==> config.mk <==
export PLATFORM = sky130hd
export DESIGN_NAME = ti_link_responder
export DESIGN_NICKNAME = d
export VERILOG_FILES = /design/src/rtl/ti_link_pkg.sv /design/src/rtl/ti_link_reply_tx.sv /design/src/rtl/ti_link_responder.sv
export SDC_FILE = /design/constraint.sdc
export NUM_CORES = 1
export LEC_CHECK = 0
export ABC_AREA = 0
export ABC_CLOCK_PERIOD_IN_PS = 3000
export CORE_MARGIN = 2
export CORE_UTILIZATION = 53
export CTS_BUF_LIST = sky130_fd_sc_hd__clkbuf_16
export DETAILED_ROUTE_END_ITERATION = 10
export PLACE_DENSITY = 0.76
export SYNTH_ARGS = -nofsm -noshare
export SYNTH_HDL_FRONTEND = slang
export SYNTH_SLANG_ARGS = --single-unit
==> constraint.sdc <==
create_clock -name i_clock -period 3 [get_ports i_clock]
set_input_delay 0.3 -clock i_clock [delete_from_list [all_inputs] [get_ports i_clock]]
set_output_delay 0.3 -clock i_clock [all_outputs]
set_load 0.02 [all_outputs]
==> src/rtl/ti_link_pkg.sv <==
// Shared definitions for the TI-link responder: command IDs, parser states
// and the command classification helpers.
package ti_link_pkg;

    localparam logic [7:0] CMD_VAR  = 8'h06;
    localparam logic [7:0] CMD_DATA = 8'h15;
    localparam logic [7:0] CMD_SKIP = 8'h36;
    localparam logic [7:0] CMD_ACK  = 8'h56;
    localparam logic [7:0] CMD_ERR  = 8'h5A;
    localparam logic [7:0] CMD_RDY  = 8'h68;
    localparam logic [7:0] CMD_DEL  = 8'h88;
    localparam logic [7:0] CMD_EOT  = 8'h92;
    localparam logic [7:0] CMD_REQ  = 8'hA2;
    localparam logic [7:0] CMD_RTS  = 8'hC9;

    typedef enum logic [2:0] {
        S_MID   = 3'd0,
        S_CMD   = 3'd1,
        S_LENL  = 3'd2,
        S_LENH  = 3'd3,
        S_DATA  = 3'd4,
        S_CSL   = 3'd5,
        S_CSH   = 3'd6,
        S_REPLY = 3'd7
    } state_t;

    // Commands that carry LEN payload bytes plus a checksum (when LEN is non-zero).
    function automatic logic has_payload(input logic [7:0] cmd);
        case (cmd)
            CMD_VAR, CMD_DATA, CMD_SKIP, CMD_DEL, CMD_REQ, CMD_RTS: return 1'b1;
            default: return 1'b0;
        endcase
    endfunction

    // Bare (payload-less) commands that still expect an ACK from the device.
    function automatic logic acks_bare(input logic [7:0] cmd);
        return (cmd == CMD_RDY) || (cmd == CMD_EOT);
    endfunction

endpackage

==> src/rtl/ti_link_reply_tx.sv <==
// Four-byte reply sequencer: sends {MID, cmd, 00, 00} over the dbus
// enable/busy handshake, one byte per handshake, then pulses o_done.
module ti_link_reply_tx
    import ti_link_pkg::*;
#(
    parameter logic [7:0] c_REPLYMID = 8'h73
) (
    input  logic       i_clock,
    input  logic       i_reset_n,
    input  logic       i_start,
    input  logic [7:0] i_cmd,
    input  logic       i_txbusy,
    output logic [7:0] o_txdata,
    output logic       o_txenable,
    output logic       o_done
);

    logic       active_q, active_d;
    logic [1:0] idx_q, idx_d;
    logic [7:0] cmd_q, cmd_d;
    logic [7:0] txdata_q, txdata_d;
    logic       txen_q, txen_d;
    logic       done_q, done_d;
    logic [7:0] byte_sel;

    // Next-state logic: raise enable only when the bus is idle, drop it once busy is seen.
    always_comb begin
        active_d = active_q;
        idx_d    = idx_q;
        cmd_d    = cmd_q;
        txdata_d = txdata_q;
        txen_d   = txen_q;
        done_d   = 1'b0;
        case (idx_q)
            2'd0:    byte_sel = c_REPLYMID;
            2'd1:    byte_sel = cmd_q;
            default: byte_sel = 8'h00;
        endcase
        if (i_start && !active_q) begin
            active_d = 1'b1;
            idx_d    = 2'd0;
            cmd_d    = i_cmd;
        end else if (active_q) begin
            if (!txen_q && !i_txbusy) begin
                txen_d   = 1'b1;
                txdata_d = byte_sel;
            end else if (txen_q && i_txbusy) begin
                txen_d = 1'b0;
                if (idx_q == 2'd3) begin
                    active_d = 1'b0;
                    done_d   = 1'b1;
                end else begin
                    idx_d = idx_q + 2'd1;
                end
            end
        end
    end

    // State and output registers; reset drops the enable immediately.
    always_ff @(posedge i_clock or negedge i_reset_n) begin
        if (!i_reset_n) begin
            active_q <= 1'b0;
            idx_q    <= 2'd0;
            cmd_q    <= 8'h00;
            txdata_q <= 8'h00;
            txen_q   <= 1'b0;
            done_q   <= 1'b0;
        end else begin
            active_q <= active_d;
            idx_q    <= idx_d;
            cmd_q    <= cmd_d;
            txdata_q <= txdata_d;
            txen_q   <= txen_d;
            done_q   <= done_d;
        end
    end

    assign o_txdata   = txdata_q;
    assign o_txenable = txen_q;
    assign o_done     = done_q;

endmodule

==> src/rtl/ti_link_responder.sv <==
// TI-link device-side packet engine: parses packets from dbus, forwards
// payload bytes, verifies the checksum and answers with ACK/ERR.
//
// state   | meaning
// S_MID   | waiting for machine ID (any value accepted)
// S_CMD   | waiting for command ID
// S_LENL  | waiting for length low byte
// S_LENH  | waiting for length high byte; decides payload / reply / done
// S_DATA  | receiving payload bytes, counter runs LEN down to 0
// S_CSL   | waiting for checksum low byte
// S_CSH   | waiting for checksum high byte; compares against accumulator
// S_REPLY | reply sequencer busy; no bytes consumed
module ti_link_responder
    import ti_link_pkg::*;
#(
    parameter logic [7:0]  c_REPLYMID = 8'h73,
    parameter logic [23:0] c_TIMEOUT  = 24'd4800000
) (
    input  logic        i_clock,
    input  logic        i_reset_n,
    input  logic [7:0]  i_rxdata,
    input  logic        i_rxavail,
    output logic        o_rxread,
    output logic [7:0]  o_txdata,
    output logic        o_txenable,
    input  logic        i_txbusy,
    output logic [7:0]  o_byte,
    output logic        o_bytevalid,
    output logic [7:0]  o_cmd,
    output logic [15:0] o_len,
    output logic        o_pktdone,
    output logic        o_csumerr,
    output logic        o_timeout
);

    state_t      state_q, state_d;
    logic        rxread_q, rxread_d;
    logic [7:0]  cmd_q, cmd_d;
    logic [15:0] len_q, len_d;
    logic [15:0] cnt_q, cnt_d;
    logic [15:0] acc_q, acc_d;
    logic [7:0]  csl_q, csl_d;
    logic [23:0] to_cnt_q, to_cnt_d;
    logic [7:0]  byte_q, byte_d;
    logic        bytevalid_q, bytevalid_d;
    logic [7:0]  ocmd_q, ocmd_d;
    logic [15:0] olen_q, olen_d;
    logic        pktdone_q, pktdone_d;
    logic        csumerr_q, csumerr_d;
    logic        timeout_q, timeout_d;
    logic        tx_start_q, tx_start_d;
    logic [7:0]  tx_cmd_q, tx_cmd_d;
    logic        take;
    logic        tx_done;
    logic        counting;
    logic [15:0] len_rx;

    assign len_rx   = {i_rxdata, len_q[7:0]};
    assign counting = (state_q != S_MID) && (state_q != S_REPLY);

    // Parser next-state: 4-phase byte capture, packet decode, timeout abandon.
    always_comb begin
        state_d     = state_q;
        rxread_d    = rxread_q;
        cmd_d       = cmd_q;
        len_d       = len_q;
        cnt_d       = cnt_q;
        acc_d       = acc_q;
        csl_d       = csl_q;
        to_cnt_d    = to_cnt_q;
        byte_d      = byte_q;
        bytevalid_d = 1'b0;
        ocmd_d      = ocmd_q;
        olen_d      = olen_q;
        pktdone_d   = 1'b0;
        csumerr_d   = 1'b0;
        timeout_d   = 1'b0;
        tx_start_d  = 1'b0;
        tx_cmd_d    = tx_cmd_q;
        take        = 1'b0;

        // A handshake still open at reply entry may finish; no new byte is taken.
        if (rxread_q && !i_rxavail) begin
            rxread_d = 1'b0;
        end
        if ((state_q != S_REPLY) && i_rxavail && !rxread_q) begin
            take     = 1'b1;
            rxread_d = 1'b1;
        end

        if (take) begin
            to_cnt_d = 24'd0;
        end else if (counting) begin
            to_cnt_d = to_cnt_q + 24'd1;
        end

        if (take) begin
            case (state_q)
                S_MID: begin
                    acc_d   = 16'h0000;
                    state_d = S_CMD;
                end
                S_CMD: begin
                    cmd_d   = i_rxdata;
                    state_d = S_LENL;
                end
                S_LENL: begin
                    len_d   = {8'h00, i_rxdata};
                    state_d = S_LENH;
                end
                S_LENH: begin
                    len_d = len_rx;
                    if (has_payload(cmd_q) && (len_rx != 16'h0000)) begin
                        cnt_d   = len_rx;
                        state_d = S_DATA;
                    end else begin
                        pktdone_d = 1'b1;
                        ocmd_d    = cmd_q;
                        olen_d    = len_rx;
                        if (acks_bare(cmd_q)) begin
                            tx_start_d = 1'b1;
                            tx_cmd_d   = CMD_ACK;
                            state_d    = S_REPLY;
                        end else begin
                            state_d = S_MID;
                        end
                    end
                end
                S_DATA: begin
                    acc_d       = acc_q + {8'h00, i_rxdata};
                    byte_d      = i_rxdata;
                    bytevalid_d = 1'b1;
                    cnt_d       = cnt_q - 16'd1;
                    if (cnt_q == 16'd1) begin
                        state_d = S_CSL;
                    end
                end
                S_CSL: begin
                    csl_d   = i_rxdata;
                    state_d = S_CSH;
                end
                S_CSH: begin
                    ocmd_d     = cmd_q;
                    olen_d     = len_q;
                    tx_start_d = 1'b1;
                    state_d    = S_REPLY;
                    if ({i_rxdata, csl_q} == acc_q) begin
                        pktdone_d = 1'b1;
                        tx_cmd_d  = CMD_ACK;
                    end else begin
                        csumerr_d = 1'b1;
                        tx_cmd_d  = CMD_ERR;
                    end
                end
                default: ;
            endcase
        end else if (counting && (c_TIMEOUT != 24'd0) && (to_cnt_d == c_TIMEOUT)) begin
            timeout_d = 1'b1;
            acc_d     = 16'h0000;
            to_cnt_d  = 24'd0;
            state_d   = S_MID;
        end else if ((state_q == S_REPLY) && tx_done) begin
            state_d = S_MID;
        end
    end

    // Parser registers; every output is a flop and clears asynchronously.
    always_ff @(posedge i_clock or negedge i_reset_n) begin
        if (!i_reset_n) begin
            state_q     <= S_MID;
            rxread_q    <= 1'b0;
            cmd_q       <= 8'h00;
            len_q       <= 16'h0000;
            cnt_q       <= 16'h0000;
            acc_q       <= 16'h0000;
            csl_q       <= 8'h00;
            to_cnt_q    <= 24'd0;
            byte_q      <= 8'h00;
            bytevalid_q <= 1'b0;
            ocmd_q      <= 8'h00;
            olen_q      <= 16'h0000;
            pktdone_q   <= 1'b0;
            csumerr_q   <= 1'b0;
            timeout_q   <= 1'b0;
            tx_start_q  <= 1'b0;
            tx_cmd_q    <= 8'h00;
        end else begin
            state_q     <= state_d;
            rxread_q    <= rxread_d;
            cmd_q       <= cmd_d;
            len_q       <= len_d;
            cnt_q       <= cnt_d;
            acc_q       <= acc_d;
            csl_q       <= csl_d;
            to_cnt_q    <= to_cnt_d;
            byte_q      <= byte_d;
            bytevalid_q <= bytevalid_d;
            ocmd_q      <= ocmd_d;
            olen_q      <= olen_d;
            pktdone_q   <= pktdone_d;
            csumerr_q   <= csumerr_d;
            timeout_q   <= timeout_d;
            tx_start_q  <= tx_start_d;
            tx_cmd_q    <= tx_cmd_d;
        end
    end

    ti_link_reply_tx #(
        .c_REPLYMID (c_REPLYMID)
    ) u_reply_tx (
        .i_clock    (i_clock),
        .i_reset_n  (i_reset_n),
        .i_start    (tx_start_q),
        .i_cmd      (tx_cmd_q),
        .i_txbusy   (i_txbusy),
        .o_txdata   (o_txdata),
        .o_txenable (o_txenable),
        .o_done     (tx_done)
    );

    assign o_rxread    = rxread_q;
    assign o_byte      = byte_q;
    assign o_bytevalid = bytevalid_q;
    assign o_cmd       = ocmd_q;
    assign o_len       = olen_q;
    assign o_pktdone   = pktdone_q;
    assign o_csumerr   = csumerr_q;
    assign o_timeout   = timeout_q;

endmodule

==> results of run 1 <==
[cells by family after synthesis]
family,after synthesis,share of synthesized area [%]
other,1,0.04970
AO/OA/AOI/OAI,160,13.78
adder cells (fa/ha/maj),17,2.918
AND/OR/NAND/NOR,277,18.27
flip-flops,144,47.75
buffers and inverters,68,3.797
XOR/XNOR,48,5.571
multiplexers,54,7.859
[placed cells by master (no fill, tap or decap), types with 17 or more instances in the layout]
master           instances
dfrtp_1                144
mux2_2                  42
inv_1                   25
nor2_1                  88
nand3_1                 17
nor4_1                  20
clkbuf_16               17
clkdlybuf4s50_1         55
nor3_1                  20
nand2_1                 65
a21oi_1                 41
xnor2_1                 36
buf_4                   52
o21ai_0                 43
[power by group through the flow]
| stage | Combinational [W] | Sequential [W] | Clock (W) |
|---|---|---|---|
| finish | 0.00275 | 0.00321 | 0.00217 |
| global route | 0.00302 | 0.00329 | 0.00229 |
| global placement | 0.00261 | 0.00316 | 0 |
| floorplan | 0.00158 | 0.00327 | 0 |
| detailed placement | 0.00270 | 0.00321 | 0 |
| CTS | 0.00275 | 0.00320 | 0.00220 |
[cell type report]
type / count / share of cell area (%)
repair buffers: 110 / 10.69
clock buffers: 17 / 4.630
multi-input cells: 557 / 40.09
flip-flops and latches: 144 / 39.22
inverters: 24 / 0.9804
well taps: 180 / 2.451
clock inverters: 15 / 1.947
[sequential cells by signal, indices dropped and copies added (netlist names), 4 cells and up]
| signal | flops |
|---|---|
| acc_q | 16 |
| cmd_q | 8 |
| cnt_q | 16 |
| csl_q | 8 |
| len_q | 16 |
| o_byte | 8 |
| o_cmd | 8 |
| o_len | 16 |
| to_cnt_q | 24 |
| u_reply_tx.o_txdata | 4 |
[through the flow]
step | instance area, um^2 | std cells | setup WS, ns
6_report | 9189 | 1047 | 0.1273
5_1_grt | 9189 | 1047 | 0.04218
4_1_cts | 9165 | 1047 | 0.08903
3_5_place_dp | 8551 | 1014 | -0.06549
3_3_place_gp | 8551 | 1014 | -0.05528
2_1_floorplan | 7546 | 769 | 0.1879
[repair_timing]
action	4_1_cts	5_1_grt
hold buffers	1	0
setup endpoints to repair	0	25
gates resized for setup	0	4
hold endpoints to repair	61	0
[worst reg2reg max path: stages (launching register included)]
cell      delay, ns
dfrtp_1        0.42
ha_2           0.24
nand3_2        0.11
or4_4          0.59
nor3_4         0.22
a311oi_1       0.16
nor4_1         0.37
nand4_1        0.27
a311o_1        0.38
[metal layers]
| layer | share of wire, % | wire length (um) |
|---|---|---|
| met5 | 0 | 0 |
| met4 | 1.4 | 278 |
| met3 | 5.4 | 1035 |
| met2 | 50 | 9683 |
| met1 | 43 | 8214 |
[worst paths after layout]
path | start | endpoint | slack [ns] | cells after the start
worst max register to register | to_cnt_q[0]$_DFF_PN0_ | acc_q[14]$_DFFE_PN0P_ | 0.13 | 8
worst max-delay path | to_cnt_q[0]$_DFF_PN0_ | acc_q[14]$_DFFE_PN0P_ | 0.13 | 8
min in group i_clock | o_byte[0]$_DFFE_PN0P_ | o_byte[0]$_DFFE_PN0P_ | 0.49 | 2
max in group asynchronous | i_reset_n | len_q[8]$_DFFE_PN0P_ | 1.73 | 3
worst min register to register | o_byte[0]$_DFFE_PN0P_ | o_byte[0]$_DFFE_PN0P_ | 0.49 | 2
worst min-delay path | i_reset_n | to_cnt_q[14]$_DFF_PN0_ | 0.40 | 2
==> results.tsv, run 1 <==
stage	metric	value	unit
run_status	status	finished clean	
grt	antenna_found_initial	0	
yosys	yosysMostFrequentCell	dfrtp_1	
placed_design	place.gp.congestion	0.9079	
timing	tightestPinTransition	0.7161	ns
pwr	ir_drop	0.6580	mV
worst_setup_path	cp.required	3.32	ns
clocking	clk_pin_slew_worst_paths	0.07	ns
pwr	pwr-share-clk	26.8	%
final_layout	post-route-util	66.20	%
grt	track_usage	27.29	%
clocking	cts.sinks	144	
clocking	ctsRootBufferMaster	clkbuf_16	
clocking	cts_inserted_buffers	17	
timing	holdWs	0.3996	ns
worst_setup_path	cp-end-kind	register	
pwr	p_comb_share	33.8	%
routing	drtIter0Drc	530	
placed_design	dp_hpwl	13320	um
grt	grt_pass1_vias	6255	
yosys	synth_nets	798	
timing	slew_violations	0	
run	max-cap-violations	0	
worst_setup_path	crit_chain	ha_2 -> nand3_2 -> or4_4 -> nor3_4 -> a311oi_1 -> nor4_1 -> nand4_1 -> a311o_1	
floorplanning	initial_utilization	54.36	%
routing	dr.pass1.iters	5	
timing	period_needed	2.873	ns
worst_setup_path	crit_buf_inv	0	
floorplanning	die_area	15210	um^2
yosys	synth_area_per_cell	9.813	um^2
routing	drtAntennaViolNets	0	
final_layout	fin_nets	883	
routing	vias	6240	
worst_setup_path	critPathMaxFanout	5	
clocking	cts_tree	done	
final_layout	multiInputGateArea	3684	um^2
clocking	clock_latency	0.43	ns
pwr	post-layout-total-power	0.008128	W
floorplanning	die_w	123.3	um
grt	grt_pass1_wl	32040	um
final_layout	fillCellCount	1070	
yosys	synth_top_cell_by_area	dfrtp_1	
timing	period_share	95.76	%
worst_setup_path	cp-start-kind	register	
timing	finalSetupTns	0	ns
worst_setup_path	cp.arrival	3.19	ns
timing	fmax	0.3481	GHz
pwr	p_leak	4.103	nW
timing	setup_viol	0	
clocking	cts_setup_buffers	0	
grt	grt.busiest_layer	met2	
yosys	synth.top_cell.area_share	47.75	%
pwr	p_switching	0.002955	W
pwr	p_int	0.005172	W
floorplanning	core_area	13880	um^2
floorplanning	rows	43	
timing	max_slew_margin	52.08	%
timing	finalHoldViolCount	0	
routing	wl_per_cell	18.35	um
grt	grt_max_degree	65	
timing	fin_skew	0.008090	ns
yosys	netlist_area	7546	um^2
final_layout	seq_area	3603	um^2
yosys	ys_ff_latch	144	
clocking	h-tree-depth	4	
routing	wl	19210	um
clocking	clockBufferDepth	2	
timing	rsz0062_at_grt	no	
floorplanning	io_pins	58	
worst_setup_path	cp_slowest_cell	or4_4	
pwr	seqPwrFrac	39.5	%
worst_setup_path	crit_family	simple AND/OR/NAND/NOR gates	
yosys	yosys_warnings	0	
yosys	synth_ff_type	dfrtp_1	
worst_hold_path	min_path_type	in -> async	
yosys	synth_edf_count	0	
final_layout	synthToLayoutAreaGrowth	21.77	%
grt	met1_usage	35.55	%
grt	use_met3	6.181	%
routing	drt-vias-per-instance	5.960	
yosys	ys_seq_area_share	47.75	%
yosys	postSynthCellCount	769	
routing	post-route-drc-count	0	
final_layout	drive_above_1_share	16.49	%
pwr	netSwitchingFraction	36.36	%
yosys	yosys-top-cells-area	dfrtp_1 (48%), mux2_2 (6.3%), nor2_1 (4.4%), xnor2_1 (4.2%), nand2_1 (3.2%)	
yosys	ys_top_cells_by_count	dfrtp_1 (144), nor2_1 (88), nand2_1 (65), o21ai_0 (43)	
grt	use_met2	45.91	%
worst_setup_path	slowest_delay	0.59	ns
yosys	synth_cell_types	71	
worst_setup_path	crit_type	reg -> reg	
grt	grt_overflow	0	
pwr	power.density	884.5	nW/um^2
floorplanning	chipHeight	123.3	um
yosys	async_flop_share	100.0	%
placed_design	io_buffers	56	
final_layout	n_antenna_cell	0	
Note: power is estimated with default switching activity, not from simulation.
==> run 2: changes to the inputs <==
Settings changed: REMOVE_ABC_BUFFERS set to 1.
==> run 2 against run 1 <==
Effect of this change:
- worst hold slack better by 0.042 ns
- final area is 0.57% lower
- largest power group unchanged
- critical path depth is 1 higher
- count of clock-buffer cells in the layout stayed put
- combinational power hardly changed
- power is 2.2% lower
- flip-flop and latch count stayed put
- routed wire length is 1.7% higher
- core utilization is 0.38 points lower
- global-route usage is 0.16 points higher
==> results.tsv, run 2 (same netlist as run 1, synthesis figures left out) <==
stage	metric	value	unit	change
floorplanning	core_area	13880	um^2	unchanged
pwr	power.density	870.2	nW/um^2	was 884.5 nW/um^2
grt	grt_overflow	0		unchanged
run	max-cap-violations	0		unchanged
final_layout	largest_reg_flops	24		unchanged
final_layout	drive_above_1_share	16.05	%	was 16.49%
pwr	p_comb_share	35.0	%	was 33.8%
floorplanning	die_area	15210	um^2	unchanged
final_layout	fillCellCount	1084		was 1070
worst_setup_path	cp-start-kind	register		unchanged
clocking	h-tree-depth	4		unchanged
floorplanning	die_w	123.3	um	unchanged
final_layout	final_cell_mix	dfrtp_1 (144), nor2_1 (88), nand2_1 (65)		unchanged
worst_setup_path	slowest_delay	0.61	ns	was 0.59 ns
timing	fin_skew	0.01440	ns	was 0.008090 ns
timing	finalSetupTns	0	ns	unchanged
pwr	netSwitchingFraction	36.28	%	was 36.36%
pwr	p_int	0.005066	W	was 0.005172 W
worst_setup_path	crit_chain	ha_1 -> nand3_2 -> or4_4 -> nor3_4 -> a311oi_1 -> nor4_1 -> nand4_1 -> and2_4 -> a211o_1		was ha_2 -> nand3_2 -> or4_4 -> nor3_4 -> a311oi_1 -> nor4_1 -> nand4_1 -> a311o_1
run_status	status	finished clean		unchanged
timing	tightestPinTransition	0.7842	ns	was 0.7161 ns
final_layout	n_antenna_cell	0		unchanged
floorplanning	initial_utilization	54.36	%	unchanged
pwr	seqPwrFrac	40.1	%	was 39.5%
placed_design	io_buffers	56		unchanged
timing	finalHoldViolCount	0		unchanged
worst_setup_path	cp.arrival	3.14	ns	was 3.19 ns
grt	grt_pass1_vias	6326		was 6255
worst_setup_path	cp.required	3.31	ns	was 3.32 ns
clocking	cts_inserted_buffers	17		unchanged
routing	wl_per_cell	18.68	um	was 18.35 um
floorplanning	rows	43		unchanged
routing	drtAntennaViolNets	0		unchanged
routing	post-route-drc-count	0		unchanged
routing	wl	19540	um	was 19210 um
final_layout	post-route-cell-area	9136	um^2	was 9189 um^2
final_layout	regMostFlops	to_cnt_q		unchanged
worst_setup_path	critPathMaxFanout	12		was 5
final_layout	multiInputGateArea	3690	um^2	was 3684 um^2
routing	dr.pass1.iters	5		unchanged
worst_setup_path	cp-end-kind	register		unchanged
timing	fmax	0.3528	GHz	was 0.3481 GHz
clocking	cts_setup_buffers	0		unchanged
pwr	pwr-share-clk	24.9	%	was 26.8%
worst_setup_path	cp_slowest_cell	or4_4		unchanged
placed_design	placed_area	8551	um^2	unchanged
final_layout	layout_commonest_cell	dfrtp_1		unchanged
worst_setup_path	crit_buf_inv	0		unchanged
routing	drt-vias-per-instance	6.065		was 5.960
pwr	ir_drop	0.6393	mV	was 0.6580 mV
routing	drtIter0Drc	523		was 530
routing	vias	6344		was 6240
timing	rsz0062_at_grt	no		unchanged
timing	slew_violations	0		unchanged
final_layout	seq_area	3603	um^2	unchanged
clocking	clockBufferDepth	2		unchanged
timing	period_needed	2.834	ns	was 2.873 ns
placed_design	dp_hpwl	13770	um	was 13320 um
worst_setup_path	crit_family	simple AND/OR/NAND/NOR gates		unchanged
pwr	p_switching	0.002884	W	was 0.002955 W
floorplanning	io_pins	58		unchanged
worst_hold_path	min_path_type	in -> async		unchanged
clocking	cts.sinks	144		unchanged
grt	antenna_found_initial	0		unchanged
worst_setup_path	crit_type	reg -> reg		unchanged
grt	grt_max_degree	63		was 65
final_layout	synthToLayoutAreaGrowth	21.07	%	was 21.77%
clocking	clock_latency	0.43	ns	about the same
pwr	p_leak	4.088	nW	was 4.103 nW
floorplanning	chipHeight	123.3	um	unchanged
grt	grt_pass1_wl	32360	um	was 32040 um
clocking	clk_pin_slew_worst_paths	0.06	ns	was 0.07 ns
timing	setup_viol	0		unchanged
placed_design	place.gp.congestion	0.9341		was 0.9079
final_layout	fin_nets	883		unchanged
timing	max_slew_margin	47.03	%	was 52.08%
grt	track_usage	27.45	%	was 27.29%
timing	period_share	94.48	%	was 95.76%
clocking	cts_tree	done		unchanged
clocking	ctsRootBufferMaster	clkbuf_16		unchanged
run 2: cell types whose count changed in the layout (fill, tap and decap cells not counted), sizes merged:
cell	change
clkinv	+2
inv	-2
bufinv	-1
run 2: path summary, 6_finish.rpt:
| check | endpoint | cells past startpoint | slack [ns] | from |
|---|---|---|---|---|
| max in group asynchronous | cmd_q[3]$_DFFE_PN0P_ | 3 | 1.82 | i_reset_n |
| max | acc_q[9]$_DFFE_PN0P_ | 9 | 0.17 | to_cnt_q[0]$_DFF_PN0_ |
| min | to_cnt_q[21]$_DFF_PN0_ | 2 | 0.44 | i_reset_n |
| max reg2reg | acc_q[9]$_DFFE_PN0P_ | 9 | 0.17 | to_cnt_q[0]$_DFF_PN0_ |
| min in group i_clock | u_reply_tx.o_txdata[2]$_DFFE_PN0P_ | 2 | 0.48 | u_reply_tx.o_txdata[2]$_DFFE_PN0P_ |
| min reg2reg | u_reply_tx.o_txdata[2]$_DFFE_PN0P_ | 2 | 0.48 | u_reply_tx.o_txdata[2]$_DFFE_PN0P_ |
run 2: power groups by stage:
stage,clock [W],sequential (W),combinational [W]
2_1_floorplan,0,0.00337,0.00139
3_3_place_gp,0,0.00314,0.00267
3_5_place_dp,0,0.00320,0.00275
4_1_cts,0.00200,0.00318,0.00279
5_1_grt,0.00210,0.00328,0.00305
6_report,0.00198,0.00319,0.00278
run 2: what timing repair did:
item                                    in CTS  in global routing
endpoints found under the setup margin       0                 26
gates resized for setup                      0                  4
hold buffers                                 1                  0
hold endpoints to repair                    59                  0
run 2: final cells by class:
cell class | count | share of cell area, %
Clock buffer | 17 | 4.656
Clock inverter | 14 | 1.315
Inverter | 24 | 0.9860
Multi-Input combinational cell | 557 | 40.39
Sequential cell | 144 | 39.44
Tap cell | 180 | 2.465
Timing Repair Buffer | 110 | 10.75
run 2: worst register-to-register path: stages, from the launching register on:
cell and delay, ns:
dfrtp_1 0.37, ha_1 0.19, nand3_2 0.15, or4_4 0.61
nor3_4 0.23, a311oi_1 0.18, nor4_1 0.23, nand4_1 0.21
and2_4 0.25, a211o_1 0.30
run 2: stage by stage:
step	worst slack, ns	power [W]	hold WS [ns]	std cells	utilization (%)
2_1_floorplan	-0.6039	0.004766	0.004409	725	-
3_3_place_gp	0.05562	0.005807	0.3174	1014	61.60
3_5_place_dp	-0.02979	0.005951	0.3284	1014	61.60
4_1_cts	0.1194	0.007965	0.4534	1046	65.60
5_1_grt	0.02620	0.008428	0.5052	1046	65.82
6_report	0.1657	0.007950	0.4420	1046	65.82
run 2: routing by layer:
metal,vias up,global-route usage (%),wire [um]
li1,2922,-,-
met1,3158,35.99,8316
met2,229,45.78,9751
met3,35,5.535,1116
met4,0,8.878,353
met5,-,0,0
